[src/rtl/mem_buffer_ctrl.sv]
// Rx/Tx buffer sequencer for the upgrade link Memory block.
// Rx packs UART bytes into RxRAM frames; Tx streams TxRAM bytes out with valid/ready.
module mem_buffer_ctrl #(
  parameter  int NUMBER = 256,
  localparam int AW     = $clog2(NUMBER),
  localparam int LW     = AW + 1
) (
  input  logic          clock,
  input  logic          reset,
  input  logic          rx_valid,
  input  logic [7:0]    rx_data,
  input  logic          rx_last,
  output logic [7:0]    wr_rx_data,
  output logic [AW-1:0] wr_rx_addr,
  output logic          we_rx,
  output logic          frame_ready,
  output logic [LW-1:0] frame_len,
  input  logic          frame_ack,
  output logic          rx_drop,
  output logic          rx_overflow,
  input  logic          tx_start,
  input  logic [LW-1:0] tx_len,
  output logic [AW-1:0] rd_tx_addr,
  input  logic [7:0]    rd_tx_data,
  output logic          tx_valid,
  output logic [7:0]    tx_data,
  input  logic          tx_ready,
  output logic          tx_busy,
  output logic          tx_done,
  output logic          dbg_rx_state,
  output logic [1:0]    dbg_tx_state
);

  // Handshake: a Tx byte transfers on a rising clock edge where tx_valid && tx_ready;
  // tx_valid and tx_data hold steady until that edge and tx_valid never depends on tx_ready.

  typedef enum logic {RX_FILL = 1'b0, RX_HOLD = 1'b1} rx_state_t;
  typedef enum logic [1:0] {TX_IDLE, TX_ADDR, TX_DATA, TX_OUT} tx_state_t;

  rx_state_t     r_rx_state, w_rx_next;
  logic [AW-1:0] r_wr_ptr;
  logic [LW-1:0] r_frame_len;
  logic          r_frame_ready;
  logic          r_rx_drop;
  logic          r_rx_overflow;
  logic          w_rx_write;
  logic          w_wrap;

  // Write strobe is combinational from rx_valid, gated so outputs read 0 while in reset.
  assign w_rx_write  = rx_valid && (r_rx_state == RX_FILL) && !reset;
  assign w_wrap      = (r_wr_ptr == AW'(NUMBER - 1));
  assign we_rx       = w_rx_write;
  assign wr_rx_addr  = r_wr_ptr;
  assign wr_rx_data  = w_rx_write ? rx_data : 8'h00;
  assign frame_ready = r_frame_ready;
  assign frame_len   = r_frame_len;
  assign rx_drop     = r_rx_drop;
  assign rx_overflow = r_rx_overflow;
  assign dbg_rx_state = r_rx_state;

  always_comb begin
    w_rx_next = r_rx_state;
    case (r_rx_state)
      RX_FILL: if (rx_valid && rx_last) w_rx_next = RX_HOLD;
      RX_HOLD: if (frame_ack)           w_rx_next = RX_FILL;
      default: w_rx_next = RX_FILL;
    endcase
  end

  always_ff @(posedge clock or posedge reset) begin
    if (reset) begin
      r_rx_state    <= RX_FILL;
      r_wr_ptr      <= '0;
      r_frame_len   <= '0;
      r_frame_ready <= 1'b0;
      r_rx_drop     <= 1'b0;
      r_rx_overflow <= 1'b0;
    end else begin
      r_rx_state    <= w_rx_next;
      r_rx_drop     <= 1'b0;
      r_rx_overflow <= 1'b0;
      if (w_rx_write) begin
        if (rx_last) begin
          r_frame_len   <= LW'(r_wr_ptr) + 1'b1;
          r_frame_ready <= 1'b1;
          r_wr_ptr      <= '0;
        end else begin
          // Pointer wraps by width; a wrap without rx_last discards the partial frame.
          r_wr_ptr      <= r_wr_ptr + 1'b1;
          r_rx_overflow <= w_wrap;
        end
      end
      if (r_rx_state == RX_HOLD) begin
        r_rx_drop <= rx_valid;
        if (frame_ack) r_frame_ready <= 1'b0;
      end
    end
  end

  tx_state_t     r_tx_state, w_tx_next;
  logic [LW-1:0] r_tx_len;
  logic [AW-1:0] r_idx;
  logic [AW-1:0] r_rd_addr;
  logic [7:0]    r_tx_data;
  logic          r_tx_valid;
  logic          r_tx_busy;
  logic          r_tx_done;
  logic          w_accept;
  logic          w_last;

  assign w_accept     = r_tx_valid && tx_ready;
  assign w_last       = ({1'b0, r_idx} == (r_tx_len - 1'b1));
  assign rd_tx_addr   = r_rd_addr;
  assign tx_valid     = r_tx_valid;
  assign tx_data      = r_tx_data;
  assign tx_busy      = r_tx_busy;
  assign tx_done      = r_tx_done;
  assign dbg_tx_state = r_tx_state;

  always_comb begin
    w_tx_next = r_tx_state;
    case (r_tx_state)
      TX_IDLE: if (tx_start && (tx_len != '0)) w_tx_next = TX_ADDR;
      TX_ADDR: w_tx_next = TX_DATA;
      TX_DATA: w_tx_next = TX_OUT;
      TX_OUT:  if (w_accept) w_tx_next = w_last ? TX_IDLE : TX_ADDR;
      default: w_tx_next = TX_IDLE;
    endcase
  end

  // The read address is loaded on entry to TX_ADDR, so the RAM samples it at the
  // end of TX_ADDR and its data is ready to capture at the end of TX_DATA.
  always_ff @(posedge clock or posedge reset) begin
    if (reset) begin
      r_tx_state <= TX_IDLE;
      r_tx_len   <= '0;
      r_idx      <= '0;
      r_rd_addr  <= '0;
      r_tx_data  <= 8'h00;
      r_tx_valid <= 1'b0;
      r_tx_busy  <= 1'b0;
      r_tx_done  <= 1'b0;
    end else begin
      r_tx_state <= w_tx_next;
      r_tx_done  <= 1'b0;
      case (r_tx_state)
        TX_IDLE: begin
          if (tx_start) begin
            if (tx_len != '0) begin
              r_tx_len  <= tx_len;
              r_idx     <= '0;
              r_rd_addr <= '0;
              r_tx_busy <= 1'b1;
            end else begin
              r_tx_done <= 1'b1;
            end
          end
        end
        TX_DATA: begin
          r_tx_data  <= rd_tx_data;
          r_tx_valid <= 1'b1;
        end
        TX_OUT: begin
          if (w_accept) begin
            r_tx_valid <= 1'b0;
            if (w_last) begin
              r_tx_busy <= 1'b0;
              r_tx_done <= 1'b1;
            end else begin
              r_idx     <= r_idx + 1'b1;
              r_rd_addr <= r_idx + 1'b1;
            end
          end
        end
        default: ;
      endcase
    end
  end

endmodule

[config.mk]
export PLATFORM = sky130hd
export DESIGN_NAME = mem_buffer_ctrl
export DESIGN_NICKNAME = d
export VERILOG_FILES = /design/src/rtl/mem_buffer_ctrl.sv
export SDC_FILE = /design/constraint.sdc
export NUM_CORES = 1
export LEC_CHECK = 0
export CORE_MARGIN = 10
export CORE_UTILIZATION = 65
export DETAILED_ROUTE_END_ITERATION = 8
export DONT_BUFFER_PORTS = 1
export HOLD_SLACK_MARGIN = 0.05
export PLACE_DENSITY = 0.81
export SETUP_SLACK_MARGIN = 0.15
export SYNTH_ARGS = -nofsm -noshare
export SYNTH_HDL_FRONTEND = slang
export SYNTH_SLANG_ARGS = --single-unit
[constraint.sdc]
create_clock -name clock -period 4.17 [get_ports clock]
set_input_delay 0.2085 -clock clock [delete_from_list [all_inputs] [get_ports clock]]
set_output_delay 0.2085 -clock clock [all_outputs]
set_load 0.1 [all_outputs]
==> metrics <==
status complete, no violations; Clock Tree Buf Depth 2; RePlAce Congestion a little under 0.8; Antenna Violating Nets Remaining 0; share of layout cells above drive strength 1 16.83%; Leak 1.424 nW; RSZ-0062 raised after global routing no; Critical Path AT ~3200 ps; first-iteration detailed-routing DRC count about 120; full die area between 0.007 and 0.008 mm²; Die W ~85 µm; Vias between 2000 and 2500; DRC Markers 0; DR pass1 iterations 5; Yosys Warn Count 0; Crit Path Class reg2reg; Clock Sinks between 50 and 60; total CTS buffers 5; CP Launch Type flip-flop; Total GRT Usage approximately 18%; Critical Path RT between 4000 and 5000 ps; worst-margin pin slew between 1000 and 1500 ps; Top Ports between 80 and 90; leading cell type in the layout, fill and taps excluded dfrtp_1; Die H about 85 µm; Filler cells 278; TritonCTS clock tree built; vias per cell roughly 6.1; post-route minimum period between 3000 and 4000 ps; initial cell density of the core about 68%; Wirelength per Cell around 19 µm; Synth async-reset ratio 100.0%; Slew Limit Headroom between 20% and 30%; Final Skew around 9 ps; sequential cell area fraction in the yosys report 46.45%; max incr delay on CP 970 ps; final net count approximately 350; leading cell types in the layout, fill and taps excluded dfrtp_1, nand2_1, o21ai_0; register clock-pin slew on the reported worst setup and hold paths 90 ps; CP Capture Type flip-flop; overall power 0.002466 W; max cap viols 0; drt total wl between 6 and 7 mm; f_max 332.8 MHz; worst hold-check path type in2reg; syn nets 317; Yosys cell types 52; setup TNS 0 ps; main flop type after synthesis dfrtp_1; dpl hpwl ~4.7 mm; initial antenna violation count 0; Skew-Pair Late Insertion Delay ~290 ps; input/output buffers 0; Synth Register Bits ~50; Final Hold Fails 0; Critical-path top delay cell dfrtp_1; Gates resized, CTS repair 0; largest net degree at the start of global routing 52; CTS HTree Levels 2; Slew Limit Fails 0; Final Cycle Share 72.06%; setup violators final 0; first-pass GRT wire length roughly 11 mm; CP max FO 7; Diodes inserted 0; crit-path cells inv_1, ha_1, a21oi_1, o21ai_2, or3_1, mux2_4; Post-synth EDFFs 0; area of the core around 0.0041 mm²; Power per Cell Area around 780 mW/mm²; vias in the first global route between 2000 and 2500; P&R area growth vs syn 15.07%; CTS root buf clkbuf_8; Max VDD drop roughly 0.00082 V; row count 23; Congestion Overflow GR 0; Syn Area/Cell approximately 10 µm²; synthesized instance count roughly 280; synthesized area approximately 0.0027 mm²
==> where the power goes <==
part           switching (W)  internal (W)
registers           0.000702      0.000617
clock network       0.000155      0.000194
logic               0.000486      0.000311
total                0.00134       0.00112
==> state kept, by name, summed over array words and instances (netlist names) <==
register      flops
frame_len         9
r_tx_len          9
rd_tx_addr        8
tx_data           8
wr_rx_addr        8
dbg_tx_state      2
dbg_rx_state      1
frame_ready       1
rx_drop           1
rx_overflow       1
tx_busy           1
tx_done           1
tx_valid          1
==> metrics by stage <==
step | setup WS (ps) | cell area, µm² | hold WS, ps | utilization (%) | instances
CTS | 1181 | 3102 | 53.91 | 76.44 | 353
global placement | 1326 | 2914 | 302.5 | 71.82 | 338
global route | 934.8 | 3162 | 52.04 | 77.92 | 359
finish | 1165 | 3162 | 56.84 | 77.92 | 359
floorplan | 260.1 | 2748 | 297.4 | - | 278
detailed placement | 1206 | 2914 | 305.2 | 71.82 | 338
==> what timing repair did <==
action	in CTS	in global routing
hold buffers	7	6
setup buffers	0	0
setup endpoints to repair	0	0
hold endpoints to repair	57	6
==> cell usage after synthesis, types with 7 or more instances <==
master,n,share of area (%)
o21ai_0,24,4.4
and2_1,10,2.3
clkbuf_1,8,1.1
a21oi_1,7,1.3
xnor2_1,10,3.2
nand3_1,7,1.3
mux2_2,16,6.6
nand2_1,32,4.4
ha_1,7,3.2
nor2_1,19,2.6
inv_1,8,1.1
dfrtp_1,51,46
==> cells by family (layout without fill, tap and decap cells) <==
kind of cell | count (synthesis) | in the layout | synth area share, %
DFF | 51 | 51 | 46.45
adders and majority gates | 7 | 7 | 3.187
muxes | 21 | 21 | 8.697
AOI/OAI and AO/OA | 56 | 56 | 13.39
xor gates and xnor gates | 13 | 13 | 4.144
buffers and inverters | 18 | 49 | 2.778
and+or+nand+nor | 112 | 112 | 21.36
==> metal layers <==
| layer | share of wire, % | track usage (%) |
|---|---|---|
| met5 | 0 | 0 |
| met4 | 0.37 | 2.246 |
| met3 | 12 | 9.082 |
| met2 | 48 | 27.52 |
| met1 | 39 | 21.43 |
==> final cells by class <==
type	instances	area, µm²	area share (%)
clock buffer	6	82.58	2.612
inverter	8	30.03	0.9497
sequential	51	1276	40.36
timing repair buffer	33	280.3	8.864
clock inverter	2	35.03	1.108
tap	50	62.56	1.979
multi-input combinational	209	1395	44.12
==> path summary, 6_finish.rpt <==
check | from | endpoint | slack (ps) | cells past startpoint
hold / removal | tx_len[2] | r_tx_len[2] | 60 | 1
max in group asynchronous | reset | wr_rx_addr[5] | 3200 | 3
setup reg to reg | dbg_tx_state[0] | rd_tx_addr[7] | 1170 | 6
setup / recovery | dbg_tx_state[0] | rd_tx_addr[7] | 1170 | 6
hold reg to reg | r_tx_len[7] | r_tx_len[7] | 590 | 1
min in group asynchronous | reset | tx_data[7] | 550 | 3
==> critical path, delay by kind of cell, from the launching register on <==
| kind | cells | cell delay, ps |
|---|---|---|
| flops | 1 | 970 |
| simple gates | 1 | 420 |
| mux | 1 | 300 |
| buf+inv | 1 | 260 |
| compound gates | 2 | 610 |
| fa+ha+maj | 1 | 340 |
Note: power is estimated with default switching activity, not from simulation.
